<file path="config.mk">
export PLATFORM = sky130hd
export DESIGN_NAME = phase_unwrap_averager
export DESIGN_NICKNAME = d
export VERILOG_FILES = /design/src/rtl/phase_unwrap_averager.sv
export SDC_FILE = /design/constraint.sdc
export NUM_CORES = 1
export LEC_CHECK = 0
export BUFFER_PORTS_ARGS = -buffer_cell sky130_fd_sc_hd__buf_2
export CORE_ASPECT_RATIO = 1.5
export CORE_MARGIN = 3
export CORE_UTILIZATION = 35
export CTS_CLUSTER_SIZE = 30
export DETAILED_ROUTE_END_ITERATION = 8
export GPL_TIMING_DRIVEN = 0
export RECOVER_POWER = 50
export SLEW_MARGIN = 20
export SYNTH_ARGS = -nofsm -noshare
export SYNTH_HDL_FRONTEND = slang
export SYNTH_SLANG_ARGS = --single-unit
</file>
<file path="constraint.sdc">
create_clock -name clk -period 12 [get_ports clk]
set_input_delay 0.6 -clock clk [delete_from_list [all_inputs] [get_ports clk]]
set_output_delay 0.6 -clock clk [all_outputs]
set_load 0.01 [all_outputs]
</file>
<file path="src/rtl/phase_unwrap_averager.sv">
// Unwraps a wrapped CORDIC phase stream into a wide accumulator, block-averages
// 2^LOG2_AVG samples and emits average phase plus block-to-block difference.
module phase_unwrap_averager #(
    parameter int PHASE_BITS   = 16,
    parameter int MAG_BITS     = 14,
    parameter int UNWRAP_WIDTH = 48,
    parameter int LOG2_AVG     = 4,
    parameter int MAG_THRESH   = 256
) (
    input  logic                    clk,
    input  logic                    rst,
    input  logic                    en,
    input  logic [PHASE_BITS-1:0]   s_phase_tdata,
    input  logic [MAG_BITS-1:0]     s_mag_tdata,
    input  logic                    s_tvalid,
    output logic [UNWRAP_WIDTH-1:0] m_avg_tdata,
    output logic [UNWRAP_WIDTH-1:0] m_freq_tdata,
    output logic                    m_tuser,
    output logic                    m_tvalid,
    input  logic                    m_tready,
    output logic                    locked,
    output logic [15:0]             overflow_cnt
);

    localparam int SUM_W = UNWRAP_WIDTH + LOG2_AVG;
    localparam int CNT_W = LOG2_AVG + 1;
    localparam logic [CNT_W-1:0]    BLOCK_LEN    = CNT_W'(1 << LOG2_AVG);
    localparam logic [MAG_BITS-1:0] MAG_THRESH_V = MAG_BITS'(MAG_THRESH);

    typedef enum logic {SEED = 1'b0, RUN = 1'b1} state_t;

    state_t                  r_state;
    state_t                  w_state_next;
    logic [PHASE_BITS-1:0]   r_prev_phase;
    logic [UNWRAP_WIDTH-1:0] r_unwrap;
    logic [SUM_W-1:0]        r_sum;
    logic [CNT_W-1:0]        r_cnt;
    logic                    r_unlock;
    logic                    r_first_block;
    logic [UNWRAP_WIDTH-1:0] r_prev_avg;
    logic [UNWRAP_WIDTH-1:0] r_m_avg;
    logic [UNWRAP_WIDTH-1:0] r_m_freq;
    logic                    r_m_tuser;
    logic                    r_m_tvalid;
    logic                    r_locked;
    logic [15:0]             r_overflow_cnt;

    logic                    w_sample;
    logic [PHASE_BITS-1:0]   w_delta;
    logic [UNWRAP_WIDTH-1:0] w_unwrap_next;
    logic [SUM_W-1:0]        w_sum_next;
    logic [CNT_W-1:0]        w_cnt_next;
    logic                    w_mag_low;
    logic                    w_unlock_next;
    logic                    w_block_done;
    logic [UNWRAP_WIDTH-1:0] w_avg;
    logic [UNWRAP_WIDTH-1:0] w_freq;
    logic                    w_load;

    always_ff @(posedge clk or posedge rst) begin
        if (rst) begin
            r_state <= SEED;
        end else begin
            r_state <= w_state_next;
        end
    end

    always_comb begin
        w_state_next = r_state;
        case (r_state)
            SEED:    if (w_sample) w_state_next = RUN;
            RUN:     if (!en)      w_state_next = SEED;
            default: w_state_next = SEED;
        endcase
    end

    // The seeding sample contributes a zero delta so the accumulator carries on
    // from wherever it was rather than jumping to the new wrapped phase.
    always_comb begin
        w_sample      = en && s_tvalid;
        w_delta       = (r_state == RUN) ? (s_phase_tdata - r_prev_phase) : '0;
        w_unwrap_next = r_unwrap + {{(UNWRAP_WIDTH-PHASE_BITS){w_delta[PHASE_BITS-1]}}, w_delta};
        w_sum_next    = r_sum + {{LOG2_AVG{w_unwrap_next[UNWRAP_WIDTH-1]}}, w_unwrap_next};
        w_cnt_next    = r_cnt + 1'b1;
        w_mag_low     = (s_mag_tdata < MAG_THRESH_V);
        w_unlock_next = r_unlock | w_mag_low;
        w_block_done  = w_sample && (w_cnt_next == BLOCK_LEN);
        w_avg         = w_sum_next[SUM_W-1:LOG2_AVG];
        w_freq        = r_first_block ? '0 : (w_avg - r_prev_avg);
        w_load        = w_block_done && (!r_m_tvalid || m_tready);
    end

    always_ff @(posedge clk or posedge rst) begin
        if (rst) begin
            r_prev_phase   <= '0;
            r_unwrap       <= '0;
            r_sum          <= '0;
            r_cnt          <= '0;
            r_unlock       <= 1'b0;
            r_first_block  <= 1'b1;
            r_prev_avg     <= '0;
            r_m_avg        <= '0;
            r_m_freq       <= '0;
            r_m_tuser      <= 1'b0;
            r_m_tvalid     <= 1'b0;
            r_locked       <= 1'b0;
            r_overflow_cnt <= '0;
        end else begin
            if (w_sample) begin
                r_prev_phase <= s_phase_tdata;
                r_unwrap     <= w_unwrap_next;
                r_locked     <= !w_mag_low;
                if (w_block_done) begin
                    r_sum         <= '0;
                    r_cnt         <= '0;
                    r_unlock      <= 1'b0;
                    r_prev_avg    <= w_avg;
                    r_first_block <= 1'b0;
                end else begin
                    r_sum    <= w_sum_next;
                    r_cnt    <= w_cnt_next;
                    r_unlock <= w_unlock_next;
                end
            end else if (!en) begin
                r_sum         <= '0;
                r_cnt         <= '0;
                r_unlock      <= 1'b0;
                r_first_block <= 1'b1;
            end

            if (w_load) begin
                r_m_avg    <= w_avg;
                r_m_freq   <= w_freq;
                r_m_tuser  <= w_unlock_next;
                r_m_tvalid <= 1'b1;
            end else if (r_m_tvalid && m_tready) begin
                r_m_tvalid <= 1'b0;
            end

            // A finished block that cannot be loaded is lost; prev_avg still advanced above.
            if (w_block_done && !w_load && (r_overflow_cnt != 16'hFFFF)) begin
                r_overflow_cnt <= r_overflow_cnt + 16'd1;
            end
        end
    end

    assign m_avg_tdata  = r_m_avg;
    assign m_freq_tdata = r_m_freq;
    assign m_tuser      = r_m_tuser;
    assign m_tvalid     = r_m_tvalid;
    assign locked       = r_locked;
    assign overflow_cnt = r_overflow_cnt;

endmodule

</file>
# ---- Yosys cells after proc, flatten, opt, wreduce, memory -nomap -nowiden
# Cells that the tools add are included.
dict set report op_classes {
  n_mux 19
  bitwise 2
  n_lt_le_gt_ge 1
  n_addsub 6
  eq_ne 4
  n_reduce_logical 13
}
# operator count
set op_table {}
lappend op_table {{$mux 52} 3}
lappend op_table {{$add 52x52->52} 1}
lappend op_table {{$add 48x48->48} 1}
lappend op_table {{$mux 48} 1}
lappend op_table {{$sub 48x48->48} 1}
lappend op_table {{$add 16x1->16 const B} 1}
lappend op_table {{$mux 16} 1}
lappend op_table {{$ne 16x16->1 const B} 1}
lappend op_table {{$sub 16x16->16} 1}
lappend op_table {{$mux 5} 3}
lappend op_table {{$lt 14x9->1 const B} 1}
lappend op_table {{$mux 1} 10}
lappend op_table {{$logic_and 1x1->1} 6}
lappend op_table {{$add 5x1->5 const B} 1}
lappend op_table {{$eq 5x5->1 const B} 1}
lappend op_table {{$ne 2x1->1 const B} 2}
lappend op_table {{$reduce_and 2->1} 2}
lappend op_table {{$logic_not 1->1} 3}
lappend op_table {{$pmux 1 s2} 1}
lappend op_table {{$reduce_bool 2->1} 1}
lappend op_table {{$logic_or 1x1->1} 1}
lappend op_table {{$not 1->1} 1}
lappend op_table {{$or 1x1->1} 1}
dict set report totals {
  word_cells 59
  inputBits 35
  ff_bits 287
}

# ---- Depth between registers and ports, before layout
dict set report depth {
  depth_word 7
  depth_mapped 49
}

# ---- Worst setup path after synthesis
# Ideal clock, no wire load.
dict set report synth_timing {
  kind {input-to-reg}
  start {input s_phase_tdata[0]}
  end {register r_m_freq[47] (netlist: m_freq_tdata[47])}
  arrival_ns 8.445
  setup_slack_ns 3.434
  t_required_ns 11.879
  n_path_buf 0
  path_stages 42
  path_cell_list {inv_1 > ha_1 > fa_1 > nor2b_1 > o21ai_0 > a21oi_1 > o21ai_0 > a21oi_1 > o21ai_0 > a21oi_1 > o21ai_0 > nor2b_1 > xnor2_1 > and2_1 > ha_1 > and3_1 > or4b_1 > o21bai_1 > [... 6 more ...] > o21ai_0 > a21o_1 > a21oi_1 > o21ai_0 > mux2i_1 > nand2_1 > ha_1 > and4_1 > nand2_1 > or4_4 > o32a_1 > o211ai_2 > o311a_4 > o41ai_4 > o211a_4 > o31ai_4 > xnor2_1 > a22o_1}
}
dict set report synth_between {
  elab_chain_cells 6
}
# element line_no
set synth_rtl {}
lappend synth_rtl {{start: declaration} 13} ;# input logic [PHASE_BITS-1:0] s_phase_tdata,
lappend synth_rtl {{$sub 16x16->16} 81} ;# w_delta = (r_state == RUN) ? (s_phase_tdata - r_prev_phase) : '0;
lappend synth_rtl {{$mux 16} 81}
lappend synth_rtl {{$add 48x48->48} 82} ;# w_unwrap_next = r_unwrap + {{(UNWRAP_WIDTH-PHASE_BITS){w_delta[PHASE_BITS-1]}}, w_delta};
lappend synth_rtl {{net w_unwrap_next[14]} 50} ;# logic [UNWRAP_WIDTH-1:0] w_unwrap_next;
lappend synth_rtl {{$add 52x52->52} 83} ;# w_sum_next = r_sum + {{LOG2_AVG{w_unwrap_next[UNWRAP_WIDTH-1]}}, w_unwrap_next};
lappend synth_rtl {{net w_sum_next[30]} 51} ;# logic [SUM_W-1:0] w_sum_next;
lappend synth_rtl {{$sub 48x48->48} 89} ;# w_freq = r_first_block ? '0 : (w_avg - r_prev_avg);
lappend synth_rtl {{$mux 48} 89}
lappend synth_rtl {{end signal: assignment} 133} ;# r_m_freq <= w_freq;
lappend synth_rtl {{end: declaration} 42} ;# logic [UNWRAP_WIDTH-1:0] r_m_freq;
# The timed path passes the listed nets, and every way through them passes these cells.
# A chain may end at the register's enable or synchronous reset.

# ---- Worst setup path after layout
dict set report layout_timing {
  start {register r_prev_phase[0]}
  end {register r_m_freq[45] (netlist: m_freq_tdata[45])}
}
dict set report layout_between {
  elab_chain_cells 6
}
# element line_no
set layout_rtl {}
lappend layout_rtl {{start: declaration} 34} ;# logic [PHASE_BITS-1:0] r_prev_phase;
lappend layout_rtl {{start signal: assignment} 110} ;# r_prev_phase <= s_phase_tdata;
lappend layout_rtl {{$sub 16x16->16} 81}
lappend layout_rtl {{$mux 16} 81}
lappend layout_rtl {{$add 48x48->48} 82}
lappend layout_rtl {{net w_unwrap_next[14]} 50}
lappend layout_rtl {{$add 52x52->52} 83}
lappend layout_rtl {{net w_sum_next[26]} 51}
lappend layout_rtl {{$sub 48x48->48} 89}
lappend layout_rtl {{$mux 48} 89}
# The timed path passes the listed nets, and every way through them passes these cells.

==> results.sh <==
export IMPL_cts_clk_slew_worst_paths_ns=0.07
export IMPL_die_w_um=200
export IMPL_final_cell_mix="nand2_1, dfrtp_1, o21ai_0"
export IMPL_synth_mux_area_share_pct=2.14
export IMPL_cts_buffers=31
export IMPL_rows=106
export IMPL_start_util_pct=35.4
export IMPL_synthFlopType="dfrtp_1"
export IMPL_period_share_pct=85.9
export IMPL_routedWlPerCell_um=18.3
export IMPL_clkSinkCount=287
export IMPL_synthCells=2276
export IMPL_chipHeight_um=297
export IMPL_h_tree_depth=1
export IMPL_yosys_register_bits=287
export IMPL_cp_slowest_cell="xor2_1"
export IMPL_worstSetupPathType="reg2reg"
export IMPL_clock_skew_final_ns=0.0241
export IMPL_antenna_found_initial=0
export IMPL_clock_latency_ns=0.60
export IMPL_yosysTopAreaCell="dfrtp_1"
export IMPL_crit_start="r_prev_phase[0]$_DFFE_PP0P_"
export IMPL_synth_xor_area_share_pct=6.77
export IMPL_dieArea_um2=59400
export IMPL_tns_ns=0
export IMPL_hp_class="in2reg"
export IMPL_core_area_um2=55800
export IMPL_synthArstFlopShare_pct=100
export IMPL_fillers=5653
export IMPL_synthToLayoutAreaGrowth_pct=13.3
export IMPL_synth_edff_count=0
export IMPL_cpPeakStageDelay_ns=0.65
export IMPL_synth_distinct_cells=88
export IMPL_grt_max_degree=103
export IMPL_drt_iter0_markers=970
export IMPL_ant_nets=0
export IMPL_maxSlewViolCount=292
export IMPL_drv_cap=3
export IMPL_multiInputGateArea_um2=11700
export IMPL_synth_compound_area_share_pct=22.9
export IMPL_final_common_cell="nand2_1"
export IMPL_grt_pass1_wl_mm=92.9
export IMPL_remaining_drc_errors=0
export IMPL_ctsResizeCount=0
export IMPL_syn_nets=2478
export IMPL_grt_ovfl_total=0
export IMPL_portBuffers=139
export IMPL_yosys_warnings=0
export IMPL_r2r_slack_ns=1.69
export IMPL_crit_path_end_kind="register"
export IMPL_grt_pass1_vias=17100
export IMPL_dr_pass1_iters=5
export IMPL_hold_viol_final=0
export IMPL_synth_top_family_by_area="compound AO/OA/AOI/OAI gates"
export IMPL_arrival_ns=10.76
export IMPL_cp_start_kind="register"
export IMPL_fin_nets=2652
export IMPL_hold_buffers=0
export IMPL_max_slew_margin_rel_pct=-257
export IMPL_cts_buffer_depth=3
export IMPL_synth_area_top_cells="dfrtp_1, ha_1, nand2_1, o21ai_0, xnor2_1"
export IMPL_final_util_pct=40.1
export IMPL_synth_seq_area_share_pct=36.4
export IMPL_routed_via_density=5.31
export IMPL_critPathMostFrequentCell="o21ai_0"
export IMPL_synth_fa_ha_area_share_pct=10.7
export IMPL_regArea_um2=7180
export IMPL_crit_path_max_fanout=9
export IMPL_root_buffer="clkbuf_16"
export IMPL_synth_top_area_share_pct=36.2
export IMPL_hpwl_mm=46.1
export IMPL_synth_area_per_cell_um2=8.67
export IMPL_status="complete, but fails checks"
export IMPL_gp_congestion=0.930
export IMPL_post_cts_buffers=0
export IMPL_ios=150
export IMPL_rr_startpoint="r_prev_phase[0]$_DFFE_PP0P_"
export IMPL_hold_ws_ns=0.225
export IMPL_worstPathRequired_ns=12.46
export IMPL_vias=17200
export IMPL_violations="max-capacitance violations, max-slew violations"
export IMPL_wl_mm=59.2
export IMPL_tightest_slew_ns=5.36
export IMPL_final_setup_viol_count=0
export IMPL_synth_simple_area_share_pct=16.7
export IMPL_tritoncts="done"
export IMPL_synth_area_um2=19700
export IMPL_drive_gt1_share_pct=9.21
export IMPL_grtUsageTotal_pct=19.4
export IMPL_rsz0062_at_grt="false"
export IMPL_fmax_ghz=0.0970
export IMPL_hp_start="s_phase_tdata[2]"
export IMPL_period_needed_ns=10.31
## registers in the layout, summed over array words and instances (netlist names)
signal and cells:
locked 1, m_avg_tdata 48, m_freq_tdata 48, m_tuser 1
m_tvalid 1, overflow_cnt 16, r_cnt 5, r_first_block 1
r_prev_avg 48, r_prev_phase 16, r_state 1, r_sum 52
r_unlock 1, r_unwrap 48
## routing by layer
metal,up-vias,track usage (%),part of all wire [%]
met5,-,0,0
met4,0,7.07,3.9
met3,105,1.85,3.6
met2,378,35.0,50
met1,8317,23.9,42
li1,8358,-,-
## logic make-up (layout without fill, tap and decap cells)
kind of cell	after synthesis	after routing
and+or+nand+nor	735	735
AOI/OAI and AO/OA	681	681
other	0	1
adders and majority gates	167	167
DFF	287	287
buffers and inverters	217	416
muxes	38	38
xor gates and xnor gates	151	151
## cell usage after synthesis, drive strengths merged, types with 25 or more instances
cell / count
nand2: 404
dfrtp: 286
o21ai: 198
ha: 163
a21oi: 159
inv: 121
nor2: 103
a21o: 94
xnor2: 91
clkbuf: 73
xor2: 59
a22o: 47
nand3: 43
mux2: 34
nand4: 31
nor3: 31
o21bai: 28
nor2b: 27
o21a: 27
o31ai: 25
## metrics by stage
stage	setup WS, ns	instance area, µm²	instances
after global placement	-0.108	21400	3171
after CTS	1.80	22500	3231
after global routing	1.11	22400	3231
after floorplan	3.43	19700	2276
final	1.69	22400	3232
after detailed placement	1.58	21400	3173
## layout make-up
type / instances / area share, %
clock buffer: 37 / 3.70
multi-input combinational: 1772 / 52.2
clock inverter: 21 / 0.945
sequential: 287 / 32.1
inverter: 121 / 2.04
antenna: 1 / 0.0112
tap: 756 / 4.23
buffer: 96 / 1.88
timing repair buffer: 141 / 2.86
## path summary, 6_finish.rpt
path / to / depth (start not counted)
worst max register to register: m_freq_tdata[45]$_DFFE_PP0P_ / 40
min in group asynchronous: m_avg_tdata[8]$_DFFE_PP0P_ / 2
max in group asynchronous: r_sum[43]$_DFFE_PP0P_ / 3
worst max-delay path: m_freq_tdata[45]$_DFFE_PP0P_ / 40
worst min register to register: m_avg_tdata[9]$_DFFE_PP0P_ / 2
worst min-delay path: r_prev_phase[2]$_DFFE_PP0P_ / 3
## critical path: cells and delay by family (launching register included)
kind	cells	cell delay (ns)
AO/OA/AOI/OAI	23	5.18
adder cells (fa/ha/maj)	5	1.68
AND/OR/NAND/NOR	6	1.36
XOR/XNOR	4	1.34
flip-flops	1	0.41
buffers and inverters	2	0.20
Power is not shown: default switching activity piles up to over one toggle a cycle in this logic, so the estimate is an artifact.
